[src/rtl/sd_spi_arbiter.sv]
// Round-robin arbiter sharing one SD-card SPI bus between two masters, with a CS-high guard gap.
// Define SPI_ARB_TIMEOUT_EN to add an inactivity watchdog that reclaims a stalled bus.
module sd_spi_arbiter #(
    parameter int GUARD_CYCLES   = 8,
    parameter int TIMEOUT_W      = 16,
    parameter int TIMEOUT_CYCLES = 65535
) (
    input  logic clk,
    input  logic reset_in,
    input  logic req0,
    input  logic req1,
    output logic gnt0,
    output logic gnt1,
    input  logic m0_cs,
    input  logic m1_cs,
    input  logic m0_clk,
    input  logic m1_clk,
    input  logic m0_mosi,
    input  logic m1_mosi,
    output logic m0_miso,
    output logic m1_miso,
    output logic spi_cs,
    output logic spi_clk,
    output logic spi_mosi,
    input  logic spi_miso,
    output logic busy,
    output logic owner,
    output logic timeout_evt
);

    typedef enum logic [1:0] {IDLE, OWN0, OWN1, GUARD} state_e;

    state_e     state_q, state_d;
    logic [7:0] guard_q, guard_d;
    logic       gnt0_q, gnt1_q;
    logic       owner_q, owner_d, last_owner_q, last_owner_d;
    logic       spi_cs_q, spi_clk_q, spi_mosi_q;
    logic       spi_cs_d, spi_clk_d, spi_mosi_d;
    logic       in_own, own_req, own_cs, own_clk, own_mosi;
    logic       release_own, tmo_fire, elig0, elig1;

    assign in_own      = (state_q == OWN0) || (state_q == OWN1);
    assign own_req     = (state_q == OWN1) ? req1    : req0;
    assign own_cs      = (state_q == OWN1) ? m1_cs   : m0_cs;
    assign own_clk     = (state_q == OWN1) ? m1_clk  : m0_clk;
    assign own_mosi    = (state_q == OWN1) ? m1_mosi : m0_mosi;
    assign release_own = in_own && !own_req;

`ifdef SPI_ARB_TIMEOUT_EN
    logic [TIMEOUT_W-1:0] tmo_q, tmo_d;
    logic                 m0_cs_q, m0_clk_q, m1_cs_q, m1_clk_q;
    logic                 lock0_q, lock1_q, lock0_d, lock1_d;
    logic                 own_active, timeout_evt_q;

    assign own_active = (state_q == OWN1) ? ((m1_cs != m1_cs_q) || (m1_clk != m1_clk_q))
                                          : ((m0_cs != m0_cs_q) || (m0_clk != m0_clk_q));
    assign tmo_fire   = in_own && own_req && !own_active
                        && (tmo_q == TIMEOUT_W'(TIMEOUT_CYCLES - 1));
    assign tmo_d      = (in_own && !own_active) ? tmo_q + TIMEOUT_W'(1) : '0;
    // A lockout survives until its master lets go of req, so a stuck master cannot re-grab the bus.
    assign lock0_d    = (tmo_fire && (state_q == OWN0)) || (lock0_q && req0);
    assign lock1_d    = (tmo_fire && (state_q == OWN1)) || (lock1_q && req1);
    assign elig0      = req0 && !lock0_q;
    assign elig1      = req1 && !lock1_q;
    assign timeout_evt = timeout_evt_q;

    always_ff @(posedge clk or negedge reset_in) begin
        if (!reset_in) begin
            tmo_q         <= '0;
            m0_cs_q       <= 1'b1;
            m0_clk_q      <= 1'b0;
            m1_cs_q       <= 1'b1;
            m1_clk_q      <= 1'b0;
            lock0_q       <= 1'b0;
            lock1_q       <= 1'b0;
            timeout_evt_q <= 1'b0;
        end else begin
            tmo_q         <= tmo_d;
            m0_cs_q       <= m0_cs;
            m0_clk_q      <= m0_clk;
            m1_cs_q       <= m1_cs;
            m1_clk_q      <= m1_clk;
            lock0_q       <= lock0_d;
            lock1_q       <= lock1_d;
            timeout_evt_q <= tmo_fire;
        end
    end
`else
    assign tmo_fire    = 1'b0;
    assign elig0       = req0;
    assign elig1       = req1;
    assign timeout_evt = 1'b0;
`endif

    always_comb begin
        state_d      = state_q;
        guard_d      = guard_q;
        owner_d      = owner_q;
        last_owner_d = last_owner_q;
        case (state_q)
            IDLE: begin
                if (elig0 && (!elig1 || last_owner_q)) begin
                    state_d      = OWN0;
                    owner_d      = 1'b0;
                    last_owner_d = 1'b0;
                end else if (elig1) begin
                    state_d      = OWN1;
                    owner_d      = 1'b1;
                    last_owner_d = 1'b1;
                end
            end
            OWN0, OWN1: begin
                if (release_own || tmo_fire) begin
                    state_d = GUARD;
                    guard_d = 8'(GUARD_CYCLES - 1);
                end
            end
            GUARD: begin
                if (guard_q == 8'd0) state_d = IDLE;
                else                 guard_d = guard_q - 8'd1;
            end
            default: state_d = IDLE;
        endcase
    end

    // Pads only carry owner data while ownership continues across the edge; the first
    // owned cycle and the cycle after a release both present idle levels.
    always_comb begin
        spi_cs_d   = 1'b1;
        spi_clk_d  = 1'b0;
        spi_mosi_d = 1'b1;
        if (in_own && (state_d == state_q)) begin
            spi_cs_d   = own_cs;
            spi_clk_d  = own_clk;
            spi_mosi_d = own_mosi;
        end
    end

    always_ff @(posedge clk or negedge reset_in) begin
        if (!reset_in) begin
            state_q      <= IDLE;
            guard_q      <= 8'd0;
            gnt0_q       <= 1'b0;
            gnt1_q       <= 1'b0;
            owner_q      <= 1'b0;
            last_owner_q <= 1'b1;
            spi_cs_q     <= 1'b1;
            spi_clk_q    <= 1'b0;
            spi_mosi_q   <= 1'b1;
        end else begin
            state_q      <= state_d;
            guard_q      <= guard_d;
            gnt0_q       <= (state_d == OWN0);
            gnt1_q       <= (state_d == OWN1);
            owner_q      <= owner_d;
            last_owner_q <= last_owner_d;
            spi_cs_q     <= spi_cs_d;
            spi_clk_q    <= spi_clk_d;
            spi_mosi_q   <= spi_mosi_d;
        end
    end

    assign gnt0     = gnt0_q;
    assign gnt1     = gnt1_q;
    assign owner    = owner_q;
    assign busy     = (state_q != IDLE);
    assign spi_cs   = spi_cs_q;
    assign spi_clk  = spi_clk_q;
    assign spi_mosi = spi_mosi_q;
    assign m0_miso  = gnt0_q ? spi_miso : 1'b1;
    assign m1_miso  = gnt1_q ? spi_miso : 1'b1;

endmodule

[config.mk]
export PLATFORM = sky130hd
export DESIGN_NAME = sd_spi_arbiter
export DESIGN_NICKNAME = d
export VERILOG_FILES = /design/src/rtl/sd_spi_arbiter.sv
export SDC_FILE = /design/constraint.sdc
export NUM_CORES = 1
export LEC_CHECK = 0
export BUFFER_PORTS_ARGS = -buffer_cell sky130_fd_sc_hd__buf_2
export CORE_ASPECT_RATIO = 1.4
export CORE_MARGIN = 8
export CORE_UTILIZATION = 54
export DETAILED_ROUTE_END_ITERATION = 16
export GPL_TIMING_DRIVEN = 1
export HOLD_SLACK_MARGIN = 0.06
export PLACE_DENSITY = 0.78
export SLEW_MARGIN = 40
export SYNTH_ARGS = -nofsm -noshare
export SYNTH_HDL_FRONTEND = slang
export SYNTH_SLANG_ARGS = --single-unit
[constraint.sdc]
create_clock -name clk -period 2 [get_ports clk]
set_input_delay 0.1 -clock clk [delete_from_list [all_inputs] [get_ports clk]]
set_output_delay 0.1 -clock clk [all_outputs]
set_load 0.03 [all_outputs]
==> results, run 1 <==
- The proportion of power drawn by flip-flops and latches is 27.8%.
- The first routing iteration left 39 violations.
- Counting along the longest clock path gives a buffer depth of 2.
- The number of inserted filler cells in the final layout is 160.
- Measured along the x axis, the die boundary spans 54.64 µm.
- Entering global routing, the biggest net connects 18 pins.
- The count of unique library cells instantiated by Yosys is 47.
- At the end of routability-driven placement, the weighted congestion stood at 0.9045.
- The clock sink count is 17.
- The initial core utilization is 57.20%.
- dfrtp_1 is the most common cell in the netlist.
- The setup path with the least slack is of type flop to flop.
- For this run, the number of Yosys warnings is 0.
- Row generation in the floorplan step produced 19 rows.
- The async set-reset flop share out of synthesis is 100.0%.
- After synthesis, the cell types taking the most area are dfrtp_1, dfstp_2, ha_1.
- Synthesis produced a netlist with a net count of 137.
- In this run, the combinational gates consume 62.1% of the power.
- The total congestion overflow is 0.
- Of the available clock period, the critical path in the final layout requires 97.00%.
- The synthesized area per cell is between 9 and 10 µm².
- Internal power comes to 1.015 mW.
- The area of the mapped netlist is approximately 1100 µm².
- The number of antenna violations at the first check in global routing is 0.
- The via count of the first global-routing pass is about 1100.
- The first global-routing pass estimated roughly 4.6 mm of wire.
- The post-detailed-route count of antenna-violating nets is 0.
- The aggregate negative setup slack is 0 ns.
- The critical path launch point type is a flop.
- Ranked by instance count, the synthesized netlist is headed by dfrtp_1, inv_1, nor2_1, nand2_1, nand2b_1.
- After the last flow step, the layout net total stands at around 170.
- The number of inserted diodes is 0.
- STA puts the critical path data required time at approximately 2.2 ns.
- The placed wire-length estimate is 2.001 mm.
- The fraction of final layout cells with drive strength greater than 1 is 27.03%.
- The final layout contains routed wiring with a total length of 2.715 mm.
- The switching power summed over all nets is a little under 900 µW.
- The switching part of the total is 46.57%.
- The leakage power total is ~0.59 nW.
- The count of flip-flops with a built-in enable after synthesis is 0.
- The largest area contributor in the netlist is dfrtp_1.
- The worst path in the final design needs a cycle of 1.940 ns, including I/O delays and setup.
- The height of the die is 70.09 µm.
- The maximum vdd ir drop is ~0.75 mV.
- In the final routed layout, each cell accounts on average for 16.07 µm.
- In this run the power density over the cells is 1417 nW/µm².
- Setup repair after global routing left no endpoint under its margin.
- The worst path arrival time is 2.14 ns.
- The area growth from synthesis to layout is 18.85%.
- The total DRC errors in the routed layout is 0.
- Clock latency on the worst-skew pair, taken at its later pin, is 0.30 ns.
- The die covers 3829 µm².
- The CTS buffer count is 3.
- The run finished with clean final reports.
- The post-route worst hold slack is 0.08493 ns.
- Max-cap violations in this run came to 0.
- The relative contribution of the clock network to total power is roughly 10%.
- The count of final hold-check violations is 0.
- The clock tree from TritonCTS is yes.
- Among all flip-flop cells after synthesis, the most frequent one is dfrtp_1.
- Clock-pin slew was measured on the worst setup and hold paths at 0.11 ns.
- The buffer cell driving the clock tree root is clkbuf_4.
- In the global route stage, overall resource usage came out at 15.15%.
- For this design the top-level I/O count stands at 21.
- The first detailed-routing pass ran for 5 iterations.
- The per-cell via count in the routed design is 6.047.
- The maximum clock rate is 515.4 MHz.
- Setup violations remaining at the end of the flow were counted as 0.
- The post-synthesis cell count is 121.
- After synthesis, flip-flops and latches occupy 38.03% of the total area.
- The final count of pins violating max slew came to 0.
- The total vias in the final route is 1022.
- The maximum level of the CTS H-tree is 1.
- The sum of internal, switching and leakage power is 1.900 mW.
- The final setup skew is 0.007997 ns.
- The top fanout value on the critical path is 4.
- The number of storage elements in the synthesis netlist is 17.
- The floorplan step defined a core boundary enclosing 1973 µm².
- Summed over its instances, the top area cell type makes up between 30% and 40% of the synthesized netlist area.
- The sort of element at the end of the critical path is a flop.
- The path class of the tightest hold or removal check is primary input to flop.
- In this run the tool buffered the top-level ports with 19 buffer cells.
[cell type report]
cell class | instances | area (µm²) | area share (%)
well taps | 21 | 26.28 | 1.959
inverters | 9 | 33.78 | 2.519
repair buffers | 30 | 190.2 | 14.18
multi-input cells | 88 | 634.4 | 47.29
clock buffers | 3 | 22.52 | 1.679
flip-flops and latches | 17 | 429.2 | 32.00
clock inverters | 1 | 5.005 | 0.3731
[power groups by stage]
stage               combinational, mW  sequential (mW)  clock, mW
global route                     1.30            0.540      0.206
CTS                              1.15            0.526      0.190
floorplan                       0.718            0.607          0
finish                           1.18            0.528      0.192
detailed placement               1.12            0.533          0
global placement                 1.10            0.528          0
[per-stage QoR]
stage | worst slack (ns) | area [µm²] | instances | utilization (%)
6_report | 0.05991 | 1341 | 169 | 67.98
5_1_grt | 0.001799 | 1341 | 169 | 67.98
4_1_cts | 0.01137 | 1331 | 168 | 67.47
3_5_place_dp | 0.04914 | 1254 | 159 | 63.54
3_3_place_gp | 0.1571 | 1254 | 159 | 63.54
2_1_floorplan | 0.1335 | 1129 | 121 | -
[worst max-delay path, stage by stage (launching register included)]
cell	delay [ns]
dfrtp_1	0.43
inv_1	0.10
ha_1	0.28
buf_4	0.18
mux2i_1	0.16
dlygate4sd3_1	0.56
nand4_1	0.13
[worst paths after layout]
check	end	cells past startpoint	slack (ns)	startpoint
setup / recovery	spi_cs	6	0.06	state_q[0]
hold / removal	last_owner_q	2	0.08	req0
setup reg to reg	spi_cs	6	0.06	state_q[0]
hold reg to reg	last_owner_q	2	0.54	last_owner_q
max in group asynchronous	spi_cs	2	1.43	reset_in
min in group asynchronous	state_q[1]	2	0.24	reset_in
[cell usage in the layout, fill, tap and decap left out, types with 2 or more instances in the layout]
master,n
dfrtp_1,14
o211ai_1,3
nand4_1,4
dfstp_2,3
buf_2,19
a31oi_1,5
nor3_1,4
clkbuf_4,3
o21a_1,3
nand2_1,6
mux2i_1,3
nand2b_1,6
nand3_1,3
a21oi_1,4
o21ai_0,4
nor2_1,9
inv_1,9
a211oi_1,2
ha_1,4
buf_4,6
dlygate4sd3_1,5
[sequential cells by signal, indices dropped and copies added, names as in the netlist]
signal	count
spi_mosi	1
guard_q	8
last_owner_q	1
state_q	2
spi_cs	1
gnt0	1
spi_clk	1
owner	1
gnt1	1
[kinds of logic after synthesis]
kind of cell	count (synthesis)	synth area share, %
simple gates	44	22.73
buf+inv	16	5.986
compound gates	33	21.73
mux	5	5.654
flops	17	38.03
fa+ha+maj	5	5.543
other cells	1	0.3323
[layer usage]
metal	up-vias	routed length, µm	track usage [%]
li1	496	-	-
met5	-	0	0
met2	24	1525	27.43
met1	493	1003	15.59
met3	9	122	1.907
met4	0	64	7.143
[repair_timing]
action                                  CTS  global route
hold buffers                              5             0
endpoints found under the setup margin    0             3
hold endpoints to repair                 19             0
gates resized for setup                   0             3
setup buffers                             0             1
(Power assumes the default switching activity.)
==> run 2: changes to the inputs <==
--- a/config.mk
+++ b/config.mk
@@ -8,11 +8,11 @@
 export BUFFER_PORTS_ARGS = -buffer_cell sky130_fd_sc_hd__buf_2
 export CORE_ASPECT_RATIO = 1.4
 export CORE_MARGIN = 8
-export CORE_UTILIZATION = 54
+export CORE_UTILIZATION = 58
 export DETAILED_ROUTE_END_ITERATION = 16
 export GPL_TIMING_DRIVEN = 1
 export HOLD_SLACK_MARGIN = 0.06
-export PLACE_DENSITY = 0.78
+export PLACE_DENSITY = 0.83
 export SLEW_MARGIN = 40
 export SYNTH_ARGS = -nofsm -noshare
 export SYNTH_HDL_FRONTEND = slang
==> constraint.sdc (replaced) <==
create_clock -name clk -period 2.5 [get_ports clk]
set_input_delay 0.125 -clock clk [delete_from_list [all_inputs] [get_ports clk]]
set_output_delay 0.125 -clock clk [all_outputs]
set_load 0.03 [all_outputs]
==> run 2 against run 1 <==
Net effect: clock power is 20% lower; register-to-register slack better by 0.27 ns; count of clock-buffer cells in the layout is 1 higher; via count is 3.8% lower; final cell count is 5.3% lower; worst hold slack worse by 0.013 ns; critical path depth stayed put; final area is 6.1% lower; first-iteration DRC count is 18% higher; non-clock buffer count is 9 lower; setup slack better by 0.27 ns.
==> results, run 2 (synthesis gave the netlist of run 1 again) <==
- The per-cell via count in the routed design was 6.144 (+1.6%).
- The number of antenna violations at the first check in global routing is 0 (unchanged).
- TritonCTS built the clock tree.
- The sum of routed wire length over all layers is 2.597 mm (-4.3%).
- The number of inserted diodes is 0 (unchanged).
- The CTS buffer count is 3 (unchanged).
- The number of placement rows was 19 (unchanged).
- The number of gates given a new drive strength after cts is 0 (unchanged).
- The multi-input gate area in the final layout is 631.9 µm² (-0.39%).
- The number of nets in the layout is 156 (-5.5%).
- The type of the worst setup path is flop to flop.
- The relative contribution of the clock network to total power came to 10.8% (+0.7 points).
- The synthesis-to-layout area growth is 11.64%.
- The global-route total usage across every layer is 15.44% (+0.29 points).
- Leaving out fill and tap cells, the most frequent cell in the layout is buf_2.
- The highest metal layer with signal wires is met4.
- The routed metal-1 wire length came to 1.007 mm (+0.40%).
- The width of the die is 53.28 µm (-2.5%).
- The maximum vdd ir drop was 0.5635 mV (-24%).
- The final critical path time including I/O delays and setup came to 2.169 ns (+0.2285 ns).
- The buffer levels on the longest clock path came to 2 (unchanged).
- The leakage power total came to 0.5488 nW (-7.2%).
- The number of flip-flops in the largest register is 8 (unchanged).
- The total DRC errors in the routed layout is 0 (unchanged).
- The combinational power share is 59.7% (-2.4 points).
- The count of pins on the block boundary is 21 (unchanged).
- The switching power summed over all nets came to 695.3 µW (-21%).
- The final setup skew came to 0.004240 ns (-0.003757 ns).
- The total congestion overflow is 0 (unchanged).
- The worst setup path is launched from a flop.
- The number of buffer cells added on primary ports is 19 (unchanged).
- The area enclosed by the die boundary is 3633 µm² (-5.1%).
- The first-pass GRT wire length is 4.340 mm (-5.4%).
- The count of endpoints failing setup in the final report is 0 (unchanged).
- The tightest min-delay check is of the primary input to flop type.
- The routed length per placed instance was 16.23 µm (+1.0%).
- The final design instance area without fill was 1260 µm² (-6.1%).
- Setup repair after global routing left no endpoint under its margin.
- The number of violations reported at the end of detailed-routing iteration 0 is 46 (+18%).
- The run finished with clean final reports.
- The clock sink count is 17 (unchanged).
- The max-cap check violation count came to 0 (unchanged).
- The top fanout value on the critical path is 9 (+5).
- The total setup buffers inserted after CTS came to 0 (unchanged).
- The worst path arrival time is 2.34 ns (+0.20 ns).
- The flip-flop and latch area is 429.2 µm² (unchanged).
- The hold buffer count at CTS is 1 (-4).
- The aggregate negative setup slack is 0 ns (unchanged).
- In the layout the commonest cells are buf_2, dfrtp_1, inv_1, nor2_1.
- The worst-skew pair later-pin latency is 0.30 ns (about the same).
- The number of optimization iterations in the first detailed-route pass is 4 (-1).
- The fraction of final layout cells with drive strength greater than 1 is 23.74% (-3.3 points).
- The register with the most flip-flops is guard_q.
- The maximum clock rate is 461.1 MHz (-11%).
- The cell area reported after detailed placement is 1224 µm² (-2.4%).
- The placed wire-length estimate is 1.961 mm (-2.0%).
- The sort of element at the end of the critical path is a flop.
- The total vias in the final route is 983 (-3.8%).
- The post-detailed-route count of antenna-violating nets is 0 (unchanged).
- The post-route fraction of the period consumed by the critical path is 86.74% (-10 points).
- The switching part of the total was 48.85% (+2.3 points).
- The pin count of the biggest net entering global routing is 18 (unchanged).
- The via count of the first global-routing pass is 950 (-13%).
- The buffer cell driving the clock tree root is clkbuf_4.
- The met2 wire length is 1.397 mm (-8.4%).
- The initial core utilization came to 59.34% (+2.1 points).
- The last weighted congestion value of the routability-driven placer is 0.9150 (+1.2%).
- The height of the die is 68.20 µm (-2.7%).
- The data required time of the worst path was 2.67 ns (+0.47 ns).
- The proportion of power drawn by flip-flops and latches is 29.5% (+1.7 points).
- The largest registers in the layout are guard_q x8, state_q x2.
- The count of final hold-check violations is 0 (unchanged).
- The maximum level of the CTS H-tree came to 1 (unchanged).
- The area inside the core boundary was 1902 µm² (-3.6%).
- The sum of met3 wire segment lengths after detailed routing is 128 µm (+4.9%).
- The internal power consumption is 727.9 µW (-28%).
- The power density over cell area came to 1130 nW/µm² (-20%).
- The number of inserted filler cells in the final layout is 153 (-4.4%).
- The clock edge transition at the registers on the reported setup and hold paths is 0.10 ns (about the same).
- The final count of pins violating max slew is 0 (unchanged).
==> run 2: changes by cell type in the layout (fill, tap and decap cells not counted), sizes merged <==
cell | before | now
buf | 25 | 20
clkbuf | 3 | 4
clkinv | 1 | 0
dlygate4sd3 | 5 | 1
==> run 2: path summary, 6_finish.rpt <==
check                        startpoint      endpoint  depth (start not counted)  slack [ns]
max in group asynchronous      reset_in  last_owner_q                          2        1.92
max                          state_q[0]    guard_q[3]                          6        0.33
min in group asynchronous      reset_in       spi_clk                          2        0.27
min                             m0_mosi      spi_mosi                          3        0.07
max reg2reg                  state_q[0]    guard_q[3]                          6        0.33
min reg2reg                last_owner_q  last_owner_q                          2        0.54
==> run 2: metrics by stage <==
step / utilization, % / power (mW) / hold WS [ns] / std cells / setup WS [ns]
2_1_floorplan: - / 1.060 / -0.1706 / 121 / 0.6335
3_3_place_gp: 64.34 / 1.225 / 0.06186 / 155 / 0.4825
3_5_place_dp: 64.34 / 1.258 / 0.06429 / 155 / 0.3542
4_1_cts: 66.25 / 1.413 / 0.08022 / 160 / 0.3350
5_1_grt: 66.25 / 1.526 / 0.09523 / 160 / 0.1811
6_report: 66.25 / 1.423 / 0.07192 / 160 / 0.3315
==> run 2: area by class of cell <==
cell class | instances | area share (%)
repair buffers | 21 | 8.937
clock buffers | 4 | 2.085
multi-input cells | 88 | 50.15
well taps | 21 | 2.085
inverters | 9 | 2.681
flip-flops and latches | 17 | 34.06
==> run 2: power groups by stage <==
| stage | registers [mW] | clock network [mW] | logic, mW |
|---|---|---|---|
| finish | 0.421 | 0.154 | 0.849 |
| global route | 0.432 | 0.161 | 0.934 |
| CTS | 0.421 | 0.154 | 0.837 |
| detailed placement | 0.428 | 0 | 0.830 |
| global placement | 0.422 | 0 | 0.803 |
| floorplan | 0.485 | 0 | 0.575 |
==> run 2: worst max-delay path, cell delays in order (launching register included) <==
cell      delay (ns)
dfrtp_1         0.42
inv_1           0.14
ha_1            0.38
mux2i_4         0.40
o211ai_1        0.21
o311ai_0        0.35
o41ai_1         0.14
==> run 2: metal layers <==
metal	GRT usage, %	up-vias
li1	-	481
met1	16.47	474
met2	28.68	19
met3	2.609	9
met4	6.329	0
met5	0	-
